$ cat src/rtl/muldiv_pkg.sv
// Shared types and constants for the HI/LO multiply/divide unit.
package muldiv_pkg;

   parameter int MULDIV_WIDTH = 32;

   typedef enum logic [2:0] {
      MULT  = 3'd0,
      MULTU = 3'd1,
      DIV   = 3'd2,
      DIVU  = 3'd3,
      MTHI  = 3'd4,
      MTLO  = 3'd5
   } muldiv_op_t;

   typedef enum logic [1:0] {
      IDLE,
      CALC,
      FIX
   } state_t;

   function automatic int muldiv_cnt_w(input int w);
      return $clog2(w) + 1;
   endfunction

   localparam int MULDIV_CNT_W = muldiv_cnt_w(MULDIV_WIDTH);

endpackage

$ cat src/rtl/muldiv_div_step.sv
// One restoring-divide iteration: shift in the next dividend bit, trial-subtract the divisor.
module muldiv_div_step #(
   parameter int WIDTH = 32
) (
   input  logic [WIDTH-1:0] rem,
   input  logic [WIDTH-1:0] quo,
   input  logic [WIDTH-1:0] divisor,
   output logic [WIDTH-1:0] rem_next,
   output logic [WIDTH-1:0] quo_next
);

   logic [WIDTH:0] shifted;
   logic [WIDTH:0] diff;

   // rem < divisor on entry, so the shifted value always fits in WIDTH+1 bits
   always_comb begin
      shifted = {rem, quo[WIDTH-1]};
      diff    = shifted - {1'b0, divisor};
      if (!diff[WIDTH]) begin
         rem_next = diff[WIDTH-1:0];
         quo_next = {quo[WIDTH-2:0], 1'b1};
      end else begin
         rem_next = shifted[WIDTH-1:0];
         quo_next = {quo[WIDTH-2:0], 1'b0};
      end
   end

endmodule

$ cat src/rtl/muldiv_unit.sv
// Iterative multiply/divide unit with HI/LO registers, start/busy/done handshake and flush.
// Optional MULDIV_FAST_MUL_EN: single-cycle combinational multiply, divide stays iterative.
module muldiv_unit
   import muldiv_pkg::*;
#(
   parameter int WIDTH = MULDIV_WIDTH
) (
   input  logic             clk,
   input  logic             reset,
   input  logic             start,
   input  muldiv_op_t       op,
   input  logic [WIDTH-1:0] a,
   input  logic [WIDTH-1:0] b,
   input  logic             flush,
   output logic             busy,
   output logic             done,
   output logic [WIDTH-1:0] hi,
   output logic [WIDTH-1:0] lo
);

   localparam int CNT_W = muldiv_cnt_w(WIDTH);

   state_t               state;
   logic [CNT_W-1:0]     count;
   logic [2*WIDTH-1:0]   acc;
   logic [WIDTH-1:0]     opnd;
   logic [WIDTH-1:0]     a_raw;
   logic                 is_div, neg_q, neg_r, div0;

   logic                 signed_op, is_div_op, a_neg, b_neg;
   logic [WIDTH-1:0]     a_abs, b_abs;
   logic [WIDTH:0]       mul_sum;
   logic [2*WIDTH-1:0]   mul_next;
   logic [WIDTH-1:0]     div_rem, div_quo;
   logic [WIDTH-1:0]     res_hi, res_lo;
   logic [WIDTH-1:0]     q, r;

   assign signed_op = (op == MULT) || (op == DIV);
   assign is_div_op = (op == DIV) || (op == DIVU);
   assign a_neg     = signed_op & a[WIDTH-1];
   assign b_neg     = signed_op & b[WIDTH-1];
   assign a_abs     = a_neg ? -a : a;
   assign b_abs     = b_neg ? -b : b;

   // Shift-add multiply: multiplier sits in the low half and shifts out as product bits shift in
   assign mul_sum  = {1'b0, acc[2*WIDTH-1:WIDTH]} + (acc[0] ? {1'b0, opnd} : '0);
   assign mul_next = {mul_sum, acc[WIDTH-1:1]};

   muldiv_div_step #(.WIDTH(WIDTH)) u_div_step (
      .rem      (acc[2*WIDTH-1:WIDTH]),
      .quo      (acc[WIDTH-1:0]),
      .divisor  (opnd),
      .rem_next (div_rem),
      .quo_next (div_quo)
   );

`ifdef MULDIV_FAST_MUL_EN
   logic [2*WIDTH-1:0] fast_prod;
   assign fast_prod = {{WIDTH{1'b0}}, a_abs} * {{WIDTH{1'b0}}, b_abs};
`endif

   // Sign fix-up on magnitudes; divide-by-zero overrides the raw restoring result
   always_comb begin
      q      = acc[WIDTH-1:0];
      r      = acc[2*WIDTH-1:WIDTH];
      res_hi = acc[2*WIDTH-1:WIDTH];
      res_lo = acc[WIDTH-1:0];
      if (div0) begin
         res_hi = a_raw;
         res_lo = '1;
      end else if (is_div) begin
         res_lo = neg_q ? -q : q;
         res_hi = neg_r ? -r : r;
      end else if (neg_q) begin
         {res_hi, res_lo} = -acc;
      end
   end

   always_ff @(posedge clk) begin
      if (!reset) begin
         state  <= IDLE;
         busy   <= 1'b0;
         done   <= 1'b0;
         hi     <= '0;
         lo     <= '0;
         count  <= '0;
         acc    <= '0;
         opnd   <= '0;
         a_raw  <= '0;
         is_div <= 1'b0;
         neg_q  <= 1'b0;
         neg_r  <= 1'b0;
         div0   <= 1'b0;
      end else begin
         done <= 1'b0;
         case (state)
            IDLE: begin
               if (start && !flush) begin
                  case (op)
                     MTHI: begin
                        hi   <= a;
                        done <= 1'b1;
                     end
                     MTLO: begin
                        lo   <= a;
                        done <= 1'b1;
                     end
                     MULT, MULTU, DIV, DIVU: begin
                        is_div <= is_div_op;
                        neg_q  <= a_neg ^ b_neg;
                        neg_r  <= a_neg;
                        div0   <= is_div_op && (b == '0);
                        a_raw  <= a;
                        opnd   <= b_abs;
                        count  <= '0;
                        busy   <= 1'b1;
`ifdef MULDIV_FAST_MUL_EN
                        if (!is_div_op) begin
                           acc   <= fast_prod;
                           state <= FIX;
                        end else begin
                           acc   <= {{WIDTH{1'b0}}, a_abs};
                           state <= CALC;
                        end
`else
                        acc   <= {{WIDTH{1'b0}}, a_abs};
                        state <= CALC;
`endif
                     end
                     default: ;
                  endcase
               end
            end
            CALC: begin
               if (flush) begin
                  state <= IDLE;
                  busy  <= 1'b0;
               end else begin
                  acc   <= is_div ? {div_rem, div_quo} : mul_next;
                  count <= count + CNT_W'(1);
                  if (count == CNT_W'(WIDTH - 1))
                     state <= FIX;
               end
            end
            FIX: begin
               state <= IDLE;
               busy  <= 1'b0;
               if (!flush) begin
                  hi   <= res_hi;
                  lo   <= res_lo;
                  done <= 1'b1;
               end
            end
            default: begin
               state <= IDLE;
               busy  <= 1'b0;
            end
         endcase
      end
   end

endmodule

$ cat config.mk
export PLATFORM = sky130hd
export DESIGN_NAME = muldiv_unit
export DESIGN_NICKNAME = d
export VERILOG_FILES = /design/src/rtl/muldiv_pkg.sv /design/src/rtl/muldiv_div_step.sv /design/src/rtl/muldiv_unit.sv
export SDC_FILE = /design/constraint.sdc
export NUM_CORES = 1
export LEC_CHECK = 0
export CAP_MARGIN = 15
export CORE_AREA = 3 3 231 233
export CTS_CLUSTER_DIAMETER = 80
export DETAILED_ROUTE_END_ITERATION = 7
export DIE_AREA = 0 0 234 236
export SYNTH_ARGS = -nofsm -noshare
export SYNTH_HDL_FRONTEND = slang
export SYNTH_HIERARCHICAL = 1
export SYNTH_SLANG_ARGS = --single-unit
$ cat constraint.sdc
create_clock -name clk -period 4.81 [get_ports clk]
set_clock_uncertainty 0.1 [all_clocks]
set_input_delay 1.443 -clock clk [delete_from_list [all_inputs] [get_ports clk]]
set_output_delay 1.443 -clock clk [all_outputs]
set_load 0.02 [all_outputs]
==> results.sh, run 1 <==
export IMPL_rsz0062_at_grt="no"
export IMPL_finalPower_w=0.00476
export IMPL_final_setup_viol_count=0
export IMPL_clk_latency_ns=0.58
export IMPL_yosys_warnings=6
export IMPL_hold_start="hi[22]$_SDFFE_PN0P_"
export IMPL_synth_area_leaders="dfxtp_1 25%, nand2_1 6.7%, ha_1 5.2%"
export IMPL_cp_arrival_ns=4.59
export IMPL_top_usage_layer="met2"
export IMPL_cp_required_ns=5.17
export IMPL_grt_pass1_wl_microns=94100
export IMPL_drc=0
export IMPL_pin_count=137
export IMPL_core_area_sq_um=51400
export IMPL_worst_r2r_cell_count=17
export IMPL_period_needed_ns=4.24
export IMPL_final_layout_size_suffix_gt1_share_pct=7.37
export IMPL_power_density_nw_per_um2=247
export IMPL_slew_violations=0
export IMPL_synth_area_sq_um=16500
export IMPL_async_reset_ff_share_pct=0
export IMPL_postCtsHoldBufs=0
export IMPL_irDropWorstVdd_mv=0.304
export IMPL_ctsResizeCount=0
export IMPL_dr_pass1_iters=6
export IMPL_synth_top_cell_by_area="dfxtp_1"
export IMPL_status="complete, no violations"
export IMPL_post_cts_buffers=0
export IMPL_cts_root_buf="clkbuf_16"
export IMPL_grt_pass1_vias=15632
export IMPL_cts_tree="done"
export IMPL_final_cell_mix="293 x nand2_1, 205 x dfxtp_1, 158 x o21ai_0"
export IMPL_globalRouteMet2Util_pct=34.4
export IMPL_clock_sinks=206
export IMPL_hold_viol_final=0
export IMPL_nets=2365
export IMPL_path_class="register to register"
export IMPL_final_common_cell="nand2_1"
export IMPL_drtIter0Drc=1572
export IMPL_ys_ff_latch=206
export IMPL_worstMarginPinSlew_ns=1.16
export IMPL_hpwl_microns=46000
export IMPL_synth_edf_count=0
export IMPL_start_kind="register"
export IMPL_min_path_cells=2
export IMPL_route_vias_total=16882
export IMPL_clk_path_buf_depth=3
export IMPL_clk_pin_slew_ns=0.06
export IMPL_cp_max_fo=24
export IMPL_fp_dieW_microns=234
export IMPL_use_met1_pct=30.1
export IMPL_relSlewSlack_pct=22.4
export IMPL_wl_per_cell_microns=21.1
export IMPL_die_h_microns=236
export IMPL_synth_top_area_share_pct=25.0
export IMPL_worst_r2r_endpoint="acc[55]$_SDFFE_PN0P_"
export IMPL_synth_nets=2312
export IMPL_setup_tns_ns=0
export IMPL_grt_max_degree=102
export IMPL_h_tree_depth=1
export IMPL_diodes=0
export IMPL_syn2layout_area_growth_pct=16.9
export IMPL_grt_util_met3_pct=2.93
export IMPL_postRouteAntennaNets=0
export IMPL_gp_congestion=0.955
export IMPL_core_rowCount=83
export IMPL_io_buffers=136
export IMPL_yosys_cell_types_count=97
export IMPL_antenna_found_initial=0
export IMPL_cts_buffers=28
export IMPL_synth_ff_type="dfxtp_1"
export IMPL_ff2ff_setup_slack_ns=0.57
export IMPL_overflow=0
export IMPL_viasPerCell=5.78
export IMPL_fin_crit_sh_pct=88.1
export IMPL_syn_inst=2170
export IMPL_power_leakage_nw=7.46
export IMPL_hp_class="register to register"
export IMPL_die_area_sq_um=55200
export IMPL_ys_seq_area_share_pct=25.0
export IMPL_start_util_pct=32.1
export IMPL_track_usage_pct=21.5
export IMPL_min_to="hi[22]$_SDFFE_PN0P_"
export IMPL_syn_area_per_cell_sq_um=7.60
export IMPL_cap_viol_max_count=0
export IMPL_rr_startpoint="acc[31]$_SDFFE_PN0P_"
export IMPL_endpoint_kind="register"
export IMPL_fmax_mhz=236
export IMPL_wl_microns=61700
==> synthesized netlist by cell type, drive strengths merged, types with 20 or more instances <==
library cell / number
nand4: 21
nor2: 109
o21ai: 162
o211a: 23
a21o: 42
nand2b: 20
xnor2: 81
ha: 69
buf: 47
or3: 20
nor2b: 36
a21oi: 147
inv: 62
mux2i: 39
nand3: 67
clkbuf: 128
nor3: 55
dfxtp: 206
a31oi: 27
o211ai: 23
nand2: 293
o221ai: 31
a21boi: 73
and2: 44
a22o: 21
mux2: 23
o31ai: 31
xor2: 77
nor4: 21
==> sequential cells by signal, indices dropped and copies added, names as in the netlist <==
| register | count |
|---|---|
| neg_q | 1 |
| acc | 64 |
| busy | 1 |
| neg_r | 1 |
| is_div | 1 |
| a_raw | 32 |
| done | 1 |
| opnd | 32 |
| lo | 32 |
| div0 | 1 |
| count | 6 |
| state | 2 |
| hi | 32 |
==> how the worst max path moves through the flow <==
stage                               startpoint                    to  slack, ns  depth (start not counted)
after floorplan           acc[31]$_SDFFE_PN0P_  acc[55]$_SDFFE_PN0P_       1.01                         19
after global placement                    a[3]  acc[30]$_SDFFE_PN0P_       0.57                          9
after detailed placement                  a[3]  acc[28]$_SDFFE_PN0P_       0.53                          9
after CTS                 acc[31]$_SDFFE_PN0P_  acc[55]$_SDFFE_PN0P_       0.62                         17
after global routing      acc[31]$_SDFFE_PN0P_  acc[55]$_SDFFE_PN0P_       0.45                         17
final                     acc[31]$_SDFFE_PN0P_  acc[55]$_SDFFE_PN0P_       0.57                         17
==> worst max-delay path, stage by stage, from the launching register on <==
cell	delay, ns
dfxtp_1	0.43
inv_1	0.08
ha_1	0.23
fa_1	0.43
and2b_1	0.26
o2111ai_2	0.14
a21oi_2	0.24
o2111ai_1	0.27
a211oi_2	0.36
nor2_4	0.11
mux2i_4	0.20
and2_4	0.22
inv_8	0.23
mux2_4	0.33
nand2b_1	0.13
o21ai_0	0.17
a311o_1	0.14
nor2_1	0.04
==> power breakdown <==
group,internal [W],switching (W)
Sequential,0.00175,0.0000577
Clock,0.00129,0.000841
Combinational,0.000336,0.000488
Total,0.00337,0.00139
==> metrics by stage <==
step	cell area (sq um)	util, %	setup WS [ns]	hold WS, ns	cells
after global routing	19300	37.5	0.446	0.374	2920
final	19300	37.5	0.574	0.346	2920
after floorplan	16500	-	1.01	0.338	2170
after detailed placement	18400	35.7	0.529	0.344	2873
after global placement	18400	35.7	0.568	0.344	2873
after CTS	19300	37.5	0.619	0.352	2920
==> layer usage <==
metal  up-vias  routed length (microns)  part of all wire, %
met5         -                        0                    0
met4         0                     1930                  3.1
met3       109                     4740                  7.7
met2       751                    27500                   44
met1      8062                    27600                   45
li1       7960                        -                    -
==> area by class of cell <==
type                    count  area (sq um)
clock inverters             8           135
repair buffers            200          1860
clock buffers              39           782
flip-flops and latches    206          4130
well taps                 680           851
inverters                  62           240
fillers                  5305         32100
multi-input cells        1725         11300
==> kinds of logic after synthesis <==
group	Yosys count	synth area share (%)
fa+ha+maj	71	5.48
xor+xnor	158	8.40
buf+inv	239	6.79
flops	206	25.0
compound gates	687	27.9
simple gates	747	22.0
mux	62	4.45
Power figures use the tool's default switching activity.
==> run 2, diff against run 1 <==
HOLD_SLACK_MARGIN = 0.02   (was unset)
TNS_END_PERCENT = 10   (was unset)
==> results of run 2 <==
No change in the layout: final DEF, timing and power equal those of run 1.
==> run 3, diff against run 2 <==
CORE_AREA = 3 3 170 172   (was 3 3 231 233)
DIE_AREA = 0 0 173 175   (was 0 0 234 236)
PLACE_DENSITY = 0.81   (was unset)
==> results.sh, run 3 (synthesized netlist as in run 1, its figures left out) <==
export IMPL_power_density_nw_per_um2=241
export IMPL_hold_start="lo[10]$_SDFFE_PN0P_"
export IMPL_viasPerCell=6.61
export IMPL_postRouteAntennaNets=0
export IMPL_clk_pin_slew_ns=0.06
export IMPL_final_setup_viol_count=0
export IMPL_worst_r2r_cell_count=17
export IMPL_period_needed_ns=4.32
export IMPL_cp_arrival_ns=4.64
export IMPL_slew_violations=0
export IMPL_top_usage_layer="met2"
export IMPL_largest_reg_flops=64
export IMPL_overflow=0
export IMPL_grt_pass1_wl_microns=90900
export IMPL_final_common_cell="nand2_1"
export IMPL_worst_r2r_endpoint="acc[55]$_SDFFE_PN0P_"
export IMPL_hold_slack_ns=0.360
export IMPL_ctsResizeCount=0
export IMPL_grt_pass1_vias=16229
export IMPL_endpoint_kind="register"
export IMPL_nets=2374
export IMPL_final_cell_mix="293 x nand2_1, 205 x dfxtp_1, 158 x o21ai_0"
export IMPL_largest_register="acc"
export IMPL_fin_crit_sh_pct=89.7
export IMPL_relSlewSlack_pct=39.6
export IMPL_pin_count=137
export IMPL_gp_congestion=1.00
export IMPL_wl_per_cell_microns=22.3
export IMPL_final_layout_size_suffix_gt1_share_pct=7.65
export IMPL_start_kind="register"
export IMPL_use_met1_pct=46.8
export IMPL_postCtsHoldBufs=0
export IMPL_die_h_microns=175
export IMPL_path_class="register to register"
export IMPL_cp_max_fo=24
export IMPL_globalRouteMet2Util_pct=59.8
export IMPL_crit_chain="inv_1 -> ha_1 -> fa_1 -> and2b_1 -> o2111ai_2 -> a21oi_2 -> o2111ai_1 -> a211oi_2 -> nor2_4 -> mux2i_4 -> and2_4 -> inv_8 -> mux2_4 -> nand2b_1 -> o21ai_0 -> a311o_1 -> nor2_1"
export IMPL_power_leakage_nw=7.48
export IMPL_hp_class="register to register"
export IMPL_clk_latency_ns=0.54
export IMPL_irDropWorstVdd_mv=0.216
export IMPL_crit_path_top_delay_cell="dfxtp_1"
export IMPL_drc=0
export IMPL_fmax_mhz=232
export IMPL_grt_util_met3_pct=7.02
export IMPL_h_tree_depth=1
export IMPL_hpwl_microns=43500
export IMPL_syn2layout_area_growth_pct=14.6
export IMPL_cts_root_buf="clkbuf_16"
export IMPL_grt_max_degree=102
export IMPL_antenna_found_initial=0
export IMPL_min_path_cells=2
export IMPL_cts_buffers=24
export IMPL_status="complete, no violations"
export IMPL_worstMarginPinSlew_ns=0.906
export IMPL_start_util_pct=59.7
export IMPL_core_rowCount=61
export IMPL_cts_tree="done"
export IMPL_cp_slowest_stage_delay_ns=0.46
export IMPL_wl_microns=58700
export IMPL_fill_cells=2397
export IMPL_diodes=0
export IMPL_track_usage_pct=37.0
export IMPL_core_area_sq_um=27600
export IMPL_drtIter0Drc=2167
export IMPL_cp_required_ns=5.13
export IMPL_setup_tns_ns=0
export IMPL_fp_dieW_microns=173
export IMPL_io_buffers=136
export IMPL_route_vias_total=17354
export IMPL_min_to="lo[10]$_SDFFE_PN0P_"
export IMPL_clk_path_buf_depth=3
export IMPL_rsz0062_at_grt="no"
export IMPL_rr_startpoint="acc[31]$_SDFFE_PN0P_"
export IMPL_path_delay_family="compound AO/OA/AOI/OAI gates"
export IMPL_hold_viol_final=0
export IMPL_clock_sinks=206
export IMPL_dr_pass1_iters=6
export IMPL_die_area_sq_um=30300
export IMPL_post_cts_buffers=0
export IMPL_crit_buf_inv=2
export IMPL_cap_viol_max_count=0
export IMPL_ff2ff_setup_slack_ns=0.49
==> run 3: cell count changes in the layout (fill, tap and decap cells not counted), sizes merged <==
| cell | before | now |
|---|---|---|
| clkbuf | 39 | 33 |
| inv | 63 | 62 |
| buf | 65 | 78 |
| bufinv | 3 | 4 |
| clkinv | 2 | 4 |
==> run 3: worst max path at each step <==
stage / start / to / slack [ns] / cells after the start
finish: acc[31]$_SDFFE_PN0P_ / acc[55]$_SDFFE_PN0P_ / 0.49 / 17
global placement: a[11] / acc[30]$_SDFFE_PN0P_ / 0.60 / 9
CTS: acc[31]$_SDFFE_PN0P_ / acc[55]$_SDFFE_PN0P_ / 0.51 / 17
floorplan: acc[31]$_SDFFE_PN0P_ / acc[55]$_SDFFE_PN0P_ / 1.01 / 19
global route: acc[31]$_SDFFE_PN0P_ / acc[55]$_SDFFE_PN0P_ / 0.27 / 17
detailed placement: acc[31]$_SDFFE_PN0P_ / acc[55]$_SDFFE_PN0P_ / 0.54 / 17
==> run 3: layout make-up <==
cell class                 count  area (sq um)  area share [%]
clock buffer                  33           656            3.47
clock inverter                10           155           0.821
inverter                      62           240            1.27
multi-input combinational   1725         11300            59.6
sequential                   206          4130            21.8
tap                          378           473            2.50
timing repair buffer         213          1970            10.5
==> run 3: worst register-to-register path, cell delays in order (launching register included) <==
cell,delay [ns]
dfxtp_1,0.46
inv_1,0.08
ha_1,0.23
fa_1,0.39
and2b_1,0.24
o2111ai_2,0.13
a21oi_2,0.25
o2111ai_1,0.24
a211oi_2,0.33
nor2_4,0.10
mux2i_4,0.36
and2_4,0.34
inv_8,0.13
mux2_4,0.33
nand2b_1,0.13
o21ai_0,0.18
a311o_1,0.14
nor2_1,0.04
==> run 3: report_power, final <==
| part | switching [W] | total [W] | leakage [nW] | internal [W] |
|---|---|---|---|---|
| Sequential | 0.0000583 | 0.00181 | 1.67 | 0.00175 |
| Combinational | 0.000467 | 0.000801 | 5.42 | 0.000334 |
| Clock | 0.000771 | 0.00194 | 0.390 | 0.00117 |
| Total | 0.00130 | 0.00455 | 7.48 | 0.00325 |
==> run 3: layer usage <==
layer | vias to the layer above | part of all wire (%) | routed length [microns]
li1 | 7953 | - | -
met1 | 8119 | 39 | 23000
met2 | 1050 | 44 | 25900
met4 | 0 | 6.5 | 3810
met5 | - | 0 | 0
met3 | 232 | 10 | 6020
==> run 3: stage by stage <==
stage	total power [W]	worst slack (ns)	std cells	cell area, sq um	utilization (%)
6_report	0.00455	0.494	2627	18900	68.4
5_1_grt	0.00468	0.271	2627	18900	68.4
4_1_cts	0.00453	0.513	2627	18900	68.4
3_5_place_dp	0.00262	0.536	2584	18100	65.4
3_3_place_gp	0.00261	0.604	2584	18100	65.4
2_1_floorplan	0.00236	1.01	2170	16500	-
